`src/rtl/riscv_pkg.sv`:
```
// Shared RISC-V pipeline definitions: branch funct3 codes and the branch-resolve FSM encoding.
package riscv_pkg;

    localparam int unsigned XLEN = 32;
    localparam int unsigned F3_W = 3;

    localparam logic [F3_W-1:0] F3_BEQ  = 3'b000;
    localparam logic [F3_W-1:0] F3_BNE  = 3'b001;
    localparam logic [F3_W-1:0] F3_BLT  = 3'b100;
    localparam logic [F3_W-1:0] F3_BGE  = 3'b101;
    localparam logic [F3_W-1:0] F3_BLTU = 3'b110;
    localparam logic [F3_W-1:0] F3_BGEU = 3'b111;

    typedef enum logic [1:0] {
        IDLE     = 2'b00,
        REDIRECT = 2'b01,
        FLUSH    = 2'b10
    } bru_state_e;

endpackage

```
`src/rtl/branch_cond.sv`:
```
// Branch condition from the ALU's rs1-rs2 flags; purely combinational.
module branch_cond
    import riscv_pkg::*;
(
    input  logic [F3_W-1:0] funct3,
    input  logic            zero,
    input  logic            negative,
    input  logic            carry,
    input  logic            overflow,
    output logic            cond_c
);

    // Carry set means no borrow, i.e. rs1 >= rs2 unsigned; 010/011 never take.
    always_comb begin
        cond_c = 1'b0;
        case (funct3)
            F3_BEQ:  cond_c = zero;
            F3_BNE:  cond_c = ~zero;
            F3_BLT:  cond_c = negative ^ overflow;
            F3_BGE:  cond_c = ~(negative ^ overflow);
            F3_BLTU: cond_c = ~carry;
            F3_BGEU: cond_c = carry;
            default: cond_c = 1'b0;
        endcase
    end

endmodule

```
`src/rtl/branch_resolve_unit.sv`:
```
// EX-stage branch/jump resolution: target generation, registered PC redirect,
// flush sequencing and resolved/taken performance counters.
module branch_resolve_unit
    import riscv_pkg::*;
#(
    parameter int unsigned FLUSH_CYCLES = 2
)
(
    input  logic            clk,
    input  logic            rst,
    input  logic            ex_valid,
    input  logic            ex_branch,
    input  logic            ex_jal,
    input  logic            ex_jalr,
    input  logic [F3_W-1:0] ex_funct3,
    input  logic            ex_zero,
    input  logic            ex_negative,
    input  logic            ex_carry,
    input  logic            ex_overflow,
    input  logic [XLEN-1:0] ex_pc,
    input  logic [XLEN-1:0] ex_imm,
    input  logic [XLEN-1:0] ex_rs1,
    output logic            redirect_valid,
    output logic [XLEN-1:0] redirect_pc,
    output logic            flush_if_id,
    output logic            flush_id_ex,
    output logic            misalign_err,
    output logic [XLEN-1:0] br_count,
    output logic [XLEN-1:0] taken_count
);

    localparam int unsigned CNT_W = 3;

    bru_state_e         state;
    logic [CNT_W-1:0]   flush_cnt;

    logic               cond_c;
    logic               resolve_c;
    logic               taken_c;
    logic               misalign_c;
    logic [XLEN-1:0]    target_c;

    branch_cond u_branch_cond (
        .funct3   (ex_funct3),
        .zero     (ex_zero),
        .negative (ex_negative),
        .carry    (ex_carry),
        .overflow (ex_overflow),
        .cond_c   (cond_c)
    );

    // Resolve decision and target; JALR outranks JAL, which outranks a branch.
    always_comb begin
        resolve_c  = ex_valid & (ex_branch | ex_jal | ex_jalr) & (state == IDLE);
        taken_c    = ex_jalr | ex_jal | (ex_branch & cond_c);
        if (ex_jalr) begin
            target_c = (ex_rs1 + ex_imm) & ~XLEN'(1);
        end else begin
            target_c = ex_pc + ex_imm;
        end
        misalign_c = target_c[1];
    end

    // Redirect/flush sequencer and counters; EX inputs are ignored outside IDLE.
    always_ff @(posedge clk or negedge rst) begin
        if (!rst) begin
            state          <= IDLE;
            flush_cnt      <= '0;
            redirect_valid <= 1'b0;
            redirect_pc    <= '0;
            flush_if_id    <= 1'b0;
            flush_id_ex    <= 1'b0;
            misalign_err   <= 1'b0;
            br_count       <= '0;
            taken_count    <= '0;
        end else begin
            redirect_valid <= 1'b0;
            case (state)
                IDLE: begin
                    if (resolve_c) begin
                        br_count <= br_count + XLEN'(1);
                        if (taken_c) begin
                            taken_count <= taken_count + XLEN'(1);
                            if (misalign_c) begin
                                misalign_err <= 1'b1;
                            end else begin
                                state          <= REDIRECT;
                                redirect_valid <= 1'b1;
                                redirect_pc    <= target_c;
                                flush_if_id    <= 1'b1;
                                flush_id_ex    <= 1'b1;
                            end
                        end
                    end
                end
                REDIRECT: begin
                    if (FLUSH_CYCLES <= 1) begin
                        state       <= IDLE;
                        flush_if_id <= 1'b0;
                        flush_id_ex <= 1'b0;
                    end else begin
                        state     <= FLUSH;
                        flush_cnt <= CNT_W'(FLUSH_CYCLES - 1);
                    end
                end
                FLUSH: begin
                    if (flush_cnt <= CNT_W'(1)) begin
                        state       <= IDLE;
                        flush_if_id <= 1'b0;
                        flush_id_ex <= 1'b0;
                    end else begin
                        flush_cnt <= flush_cnt - CNT_W'(1);
                    end
                end
                default: begin
                    state       <= IDLE;
                    flush_if_id <= 1'b0;
                    flush_id_ex <= 1'b0;
                end
            endcase
        end
    end

endmodule

```
`config.mk`:
```
export PLATFORM = sky130hd
export DESIGN_NAME = branch_resolve_unit
export DESIGN_NICKNAME = d
export VERILOG_FILES = /design/src/rtl/riscv_pkg.sv /design/src/rtl/branch_cond.sv /design/src/rtl/branch_resolve_unit.sv
export SDC_FILE = /design/constraint.sdc
export NUM_CORES = 1
export LEC_CHECK = 0
export BUFFER_PORTS_ARGS = -buffer_cell sky130_fd_sc_hd__buf_2
export CORE_MARGIN = 3
export CORE_UTILIZATION = 49
export DETAILED_ROUTE_END_ITERATION = 7
export GPL_ROUTABILITY_DRIVEN = 0
export GPL_TIMING_DRIVEN = 0
export PLACE_DENSITY = 0.78
export REMOVE_ABC_BUFFERS = 1
export SYNTH_ARGS = -nofsm -noshare
export SYNTH_HDL_FRONTEND = slang
export SYNTH_SLANG_ARGS = --single-unit
export TNS_END_PERCENT = 30
```
`constraint.sdc`:
```
create_clock -name clk -period 2.1 [get_ports clk]
set_input_delay 0.42 -clock clk [delete_from_list [all_inputs] [get_ports clk]]
set_output_delay 0.42 -clock clk [all_outputs]
set_load 0.02 [all_outputs]
```
==> impl_results.html <==
<table>
<tr><th>Metric</th><th>Value</th></tr>
<tr><th colspan="2">Outcome</th></tr>
<tr><td>Outcome</td><td>finished, violations left</td></tr>
<tr><td>Failing checks</td><td>negative setup slack</td></tr>
<tr><th colspan="2">Route</th></tr>
<tr><td>Via count</td><td>8491</td></tr>
<tr><td>Post-route ant nets</td><td>0</td></tr>
<tr><td>Number of vias per cell</td><td>6.08</td></tr>
<tr><td>DR DRC count</td><td>0</td></tr>
<tr><td>Number of DRC markers in iteration 0</td><td>684</td></tr>
<tr><td>Average wire per cell in the routed design</td><td>18.7 um</td></tr>
<tr><td>Routed WL</td><td>26100 um</td></tr>
<tr><td>Detailed-routing iteration count for the pre-antenna-repair pass</td><td>7</td></tr>
<tr><th colspan="2">Setup path</th></tr>
<tr><td>Cell family with most CP delay</td><td>compound AO/OA/AOI/OAI gates</td></tr>
<tr><td>Critical path startpoint category</td><td>input port</td></tr>
<tr><td>Worst Reg2Reg Path Length in Cells</td><td>10</td></tr>
<tr><td>Worst flop-to-flop path startpoint</td><td>state[0]</td></tr>
<tr><td>Crit-path slowest cell</td><td>sky130_fd_sc_hd__or4_4</td></tr>
<tr><td>Worst R2R End</td><td>redirect_pc[27]</td></tr>
<tr><td>R2r setup slk</td><td>-0.10 ns</td></tr>
<tr><td>Largest fanout of any net on the critical path</td><td>4</td></tr>
<tr><td>Crit end category</td><td>flip-flop</td></tr>
<tr><td>Category of the critical setup timing path</td><td>input port to flip-flop</td></tr>
<tr><td>Number of buffers and inverters on the critical path</td><td>2</td></tr>
<tr><td>Sequence of cells on the critical path</td><td>buf_8, ha_4, inv_2, fa_2, nand2b_4, a211oi_4, o31a_1, o211ai_2, a21oi_2, or4_4, a2111o_1, o211ai_1</td></tr>
<tr><td>Delay contributed by the slowest stage of the critical path</td><td>a little under 0.5 ns</td></tr>
<tr><td>Required time reported for the critical path endpoint</td><td>between 2 and 2.5 ns</td></tr>
<tr><td>CP arrival</td><td>2.75 ns</td></tr>
<tr><th colspan="2">Clock tree</th></tr>
<tr><td>CTS tree</td><td>yes</td></tr>
<tr><td>Cell chosen for the clock root</td><td>sky130_fd_sc_hd__clkbuf_16</td></tr>
<tr><td>Number of buffers between clock root and the deepest sink</td><td>2</td></tr>
<tr><td>Clock insertion delay at the later pin of the skew report</td><td>0.34 ns</td></tr>
<tr><td>Number of buffers added by the clock tree synthesis step</td><td>9</td></tr>
<tr><td>Post-CTS clock slew at the launch and capture registers of the worst setup and hold paths</td><td>about 0.070 ns</td></tr>
<tr><td>CTS sink count</td><td>approximately 100</td></tr>
<tr><td>Level count of the clock H-tree</td><td>3</td></tr>
<tr><th colspan="2">Timing</th></tr>
<tr><td>Highest Clock Rate</td><td>401 MHz</td></tr>
<tr><td>Post-route worst setup slack</td><td>-0.393 ns</td></tr>
<tr><td>Max-slew violation total from the final report</td><td>0</td></tr>
<tr><td>Count of endpoints failing hold in the final timing report</td><td>0</td></tr>
<tr><td>Final Critical Period</td><td>roughly 2.5 ns</td></tr>
<tr><td>Clock Skew</td><td>0.00885 ns</td></tr>
<tr><td>Worst max-slew margin expressed relative to the limit</td><td>0.491</td></tr>
<tr><td>Worst hold slack after final layout</td><td>0.101 ns</td></tr>
<tr><td>Setup repair after global routing missed its margin</td><td>yes</td></tr>
<tr><td>Tightest Pin Transition</td><td>0.762 ns</td></tr>
<tr><td>Setup TNS</td><td>-3.50 ns</td></tr>
<tr><td>Final period utilization</td><td>1.19</td></tr>
<tr><td>Setup-violating endpoint count in the final report</td><td>19</td></tr>
<tr><th colspan="2">Synth</th></tr>
<tr><td>Dominant register cell in the synthesized netlist</td><td>sky130_fd_sc_hd__dfrtp_1</td></tr>
<tr><td>Top cell type by total area after synthesis</td><td>sky130_fd_sc_hd__dfrtp_1</td></tr>
<tr><td>Netlist cell types</td><td>72</td></tr>
<tr><td>Yosys top cell area share</td><td>0.318</td></tr>
<tr><td>Post-synth EDFFs</td><td>0</td></tr>
<tr><td>Commonest cells in the synthesized netlist</td><td>103 x sky130_fd_sc_hd__dfrtp_1, 93 x sky130_fd_sc_hd__nand2_1, 66 x sky130_fd_sc_hd__xnor2_1</td></tr>
<tr><td>Top area cells in the synthesized netlist</td><td>sky130_fd_sc_hd__dfrtp_1 32%, sky130_fd_sc_hd__ha_1 10%, sky130_fd_sc_hd__xnor2_1 7.1%, sky130_fd_sc_hd__nand2_1 4.3%, sky130_fd_sc_hd__xor2_1 3.9%</td></tr>
<tr><td>Synthesized area per cell</td><td>roughly 8.6 um^2</td></tr>
<tr><td>Async S/R FF share, synth</td><td>1.00</td></tr>
<tr><td>Cell area after synthesis</td><td>0.00811 mm^2</td></tr>
<tr><td>Cell with the most instances after synthesis</td><td>sky130_fd_sc_hd__dfrtp_1</td></tr>
<tr><td>Number of synthesized register bits</td><td>103</td></tr>
<tr><td>Warnings from Yosys</td><td>0</td></tr>
<tr><td>Number of instances in the synthesized netlist</td><td>940</td></tr>
<tr><td>Post-synthesis sequential area ratio</td><td>0.318</td></tr>
<tr><th colspan="2">Die</th></tr>
<tr><td>Effective utilization at floorplan</td><td>0.505</td></tr>
<tr><td>Core outline area</td><td>0.0161 mm^2</td></tr>
<tr><td>Die footprint</td><td>0.0181 mm^2</td></tr>
<tr><td>Die height</td><td>135 um</td></tr>
<tr><td>Die X</td><td>roughly 130 um</td></tr>
<tr><td>Standard-cell rows</td><td>46</td></tr>
<tr><td>Top-level port count</td><td>roughly 210</td></tr>
<tr><th colspan="2">Hold path</th></tr>
<tr><td>Min-Delay Path Class</td><td>input port to asynchronous set/reset pin</td></tr>
<tr><th colspan="2">Global routing</th></tr>
<tr><td>Tot GR Track Use</td><td>0.261</td></tr>
<tr><td>Sum of overflow across all layers after global routing</td><td>0</td></tr>
<tr><td>Global-route wire length before repair</td><td>slightly below 40000 um</td></tr>
<tr><td>Antenna violations before repair</td><td>1</td></tr>
<tr><td>Pin count of the biggest net entering global routing</td><td>58</td></tr>
<tr><td>Vias in the first global route</td><td>7941</td></tr>
<tr><th colspan="2">Pwr</th></tr>
<tr><td>PnR Total Power</td><td>between 8 and 9 mW</td></tr>
<tr><td>Net switching power</td><td>approximately 3.4 mW</td></tr>
<tr><td>Clock group share of total power</td><td>0.196</td></tr>
<tr><td>Power density normalized to cell area</td><td>738 mW/mm^2</td></tr>
<tr><td>Peak ir drop on the vdd network</td><td>0.538 mV</td></tr>
<tr><td>Internal power of the cells</td><td>4.82 mW</td></tr>
<tr><td>Fraction of power consumed by sequential logic</td><td>0.339</td></tr>
<tr><td>Combinational power share</td><td>0.465</td></tr>
<tr><td>Switching Share</td><td>0.411</td></tr>
<tr><td>Static Leakage</td><td>5.14 nW</td></tr>
<tr><th colspan="2">Final layout</th></tr>
<tr><td>Ratio of cells with drive above 1 in the final layout</td><td>0.357</td></tr>
<tr><td>Number of standard cells in the final layout excluding fillers</td><td>1397</td></tr>
<tr><td>Net count, final</td><td>1351</td></tr>
<tr><td>Area growth, synth to finish</td><td>36.7%</td></tr>
<tr><th colspan="2">Placement</th></tr>
<tr><td>HPWL after detailed placement</td><td>between 15000 and 20000 um</td></tr>
<tr><td>IO Port Bufs</td><td>around 210</td></tr>
<tr><td>Pre-CTS setup slack</td><td>-1.96 ns</td></tr>
<tr><td>Placed Cells incl. Taps</td><td>roughly 1300</td></tr>
<tr><th colspan="2">Flow run</th></tr>
<tr><td>Total of max-cap violations</td><td>0</td></tr>
</table>
placed cells by master (no fill, tap or decap), types with 13 or more instances in the layout:
master                      n
sky130_fd_sc_hd__buf_6     18
sky130_fd_sc_hd__buf_4     40
sky130_fd_sc_hd__ha_4      26
sky130_fd_sc_hd__a21oi_1   43
sky130_fd_sc_hd__nand2_1   87
sky130_fd_sc_hd__xnor2_1   66
sky130_fd_sc_hd__a21oi_2   13
sky130_fd_sc_hd__nor3_1    19
sky130_fd_sc_hd__and3_1    15
sky130_fd_sc_hd__o21ai_1   16
sky130_fd_sc_hd__buf_2    190
sky130_fd_sc_hd__nand3_1   35
sky130_fd_sc_hd__ha_1      30
sky130_fd_sc_hd__dfrtp_1   99
sky130_fd_sc_hd__nor2_1    60
sky130_fd_sc_hd__nand4_1   22
sky130_fd_sc_hd__a21o_1    38
sky130_fd_sc_hd__o21ai_0   34
sky130_fd_sc_hd__xor2_1    34
sky130_fd_sc_hd__inv_1     26
kinds of logic (layout without fill, tap and decap cells):
family	count (synthesis)	after routing	share of synthesized area
DFF	103	103	0.318
xor gates and xnor gates	102	102	0.110
AOI/OAI and AO/OA	268	268	0.220
and+or+nand+nor	327	329	0.203
buffers and inverters	62	300	0.0311
adders and majority gates	67	67	0.105
muxes	10	10	0.0126
other	1	2	0.000462
area by class of cell:
| class | instances | area [um^2] |
|---|---|---|
| fill | 1208 | 4970 |
| clock inverter | 5 | 40.0 |
| inverter | 30 | 125 |
| clock buffer | 11 | 243 |
| tap | 216 | 270 |
| timing repair buffer | 254 | 1560 |
| antenna | 1 | 2.50 |
| sequential | 103 | 2580 |
| multi-input combinational | 777 | 6270 |
power groups by stage:
stage | logic (mW) | registers (mW) | clock network [mW]
global route | 4.08 | 2.83 | 1.71
floorplan | 1.51 | 3.28 | 0
finish | 3.80 | 2.77 | 1.60
detailed placement | 3.13 | 2.79 | 0
CTS | 3.50 | 2.76 | 1.62
global placement | 3.06 | 2.77 | 0
stage by stage:
| step | cell area [um^2] | utilization |
|---|---|---|
| global route | 11100 | 0.691 |
| floorplan | 7970 | - |
| finish | 11100 | 0.691 |
| CTS | 10500 | 0.656 |
| detailed placement | 9310 | 0.580 |
| global placement | 9280 | 0.578 |
worst reg2reg max path, stage by stage, from the launching register on:
cell                       delay (ns)
sky130_fd_sc_hd__dfrtp_1         0.38
sky130_fd_sc_hd__nand2b_4        0.15
sky130_fd_sc_hd__nor3_4          0.13
sky130_fd_sc_hd__buf_4           0.14
sky130_fd_sc_hd__buf_6           0.10
sky130_fd_sc_hd__o41a_4          0.20
sky130_fd_sc_hd__buf_6           0.16
sky130_fd_sc_hd__nand2b_4        0.11
sky130_fd_sc_hd__nor2_1          0.45
sky130_fd_sc_hd__a32oi_1         0.19
sky130_fd_sc_hd__o21ai_1         0.11
how the worst max path moves through the flow:
stage                     cells past startpoint              end      start  slack, ns
after floorplan                              10  redirect_pc[17]   ex_pc[0]      -1.00
after global placement                        8  redirect_pc[19]    ex_jalr      -2.44
after detailed placement                      8  redirect_pc[19]    ex_jalr      -1.96
after CTS                                    12  redirect_pc[30]   ex_pc[0]      -0.39
after global routing                         12  redirect_pc[30]   ex_pc[0]      -0.48
final                                        12  redirect_pc[28]  ex_imm[0]      -0.39
routing by layer:
layer  track usage  vias to the layer above  wire (um)
met2         0.434                      468      12700
li1              -                     3914          -
met3        0.0313                       64       2090
met4        0.0967                        0        814
met5             0                        -          0
met1         0.352                     4045      10500
sequential cells by signal (all words and copies together), names as in the netlist:
| register | flops |
|---|---|
| redirect_pc | 31 |
| flush_cnt | 3 |
| redirect_valid | 1 |
| br_count | 32 |
| state | 2 |
| flush_id_ex | 1 |
| misalign_err | 1 |
| taken_count | 32 |
timing repair:
| action | 4_1_cts | 5_1_grt |
|---|---|---|
| endpoints found under the hold margin | 0 | 0 |
| resized for setup | 143 | 98 |
| pin swaps | 57 | 69 |
| endpoints found under the setup margin | 87 | 50 |
| setup buffers | 32 | 16 |
| hold buffers | 0 | 0 |
| cloned | 2 | 0 |
Power figures use the tool's default switching activity.
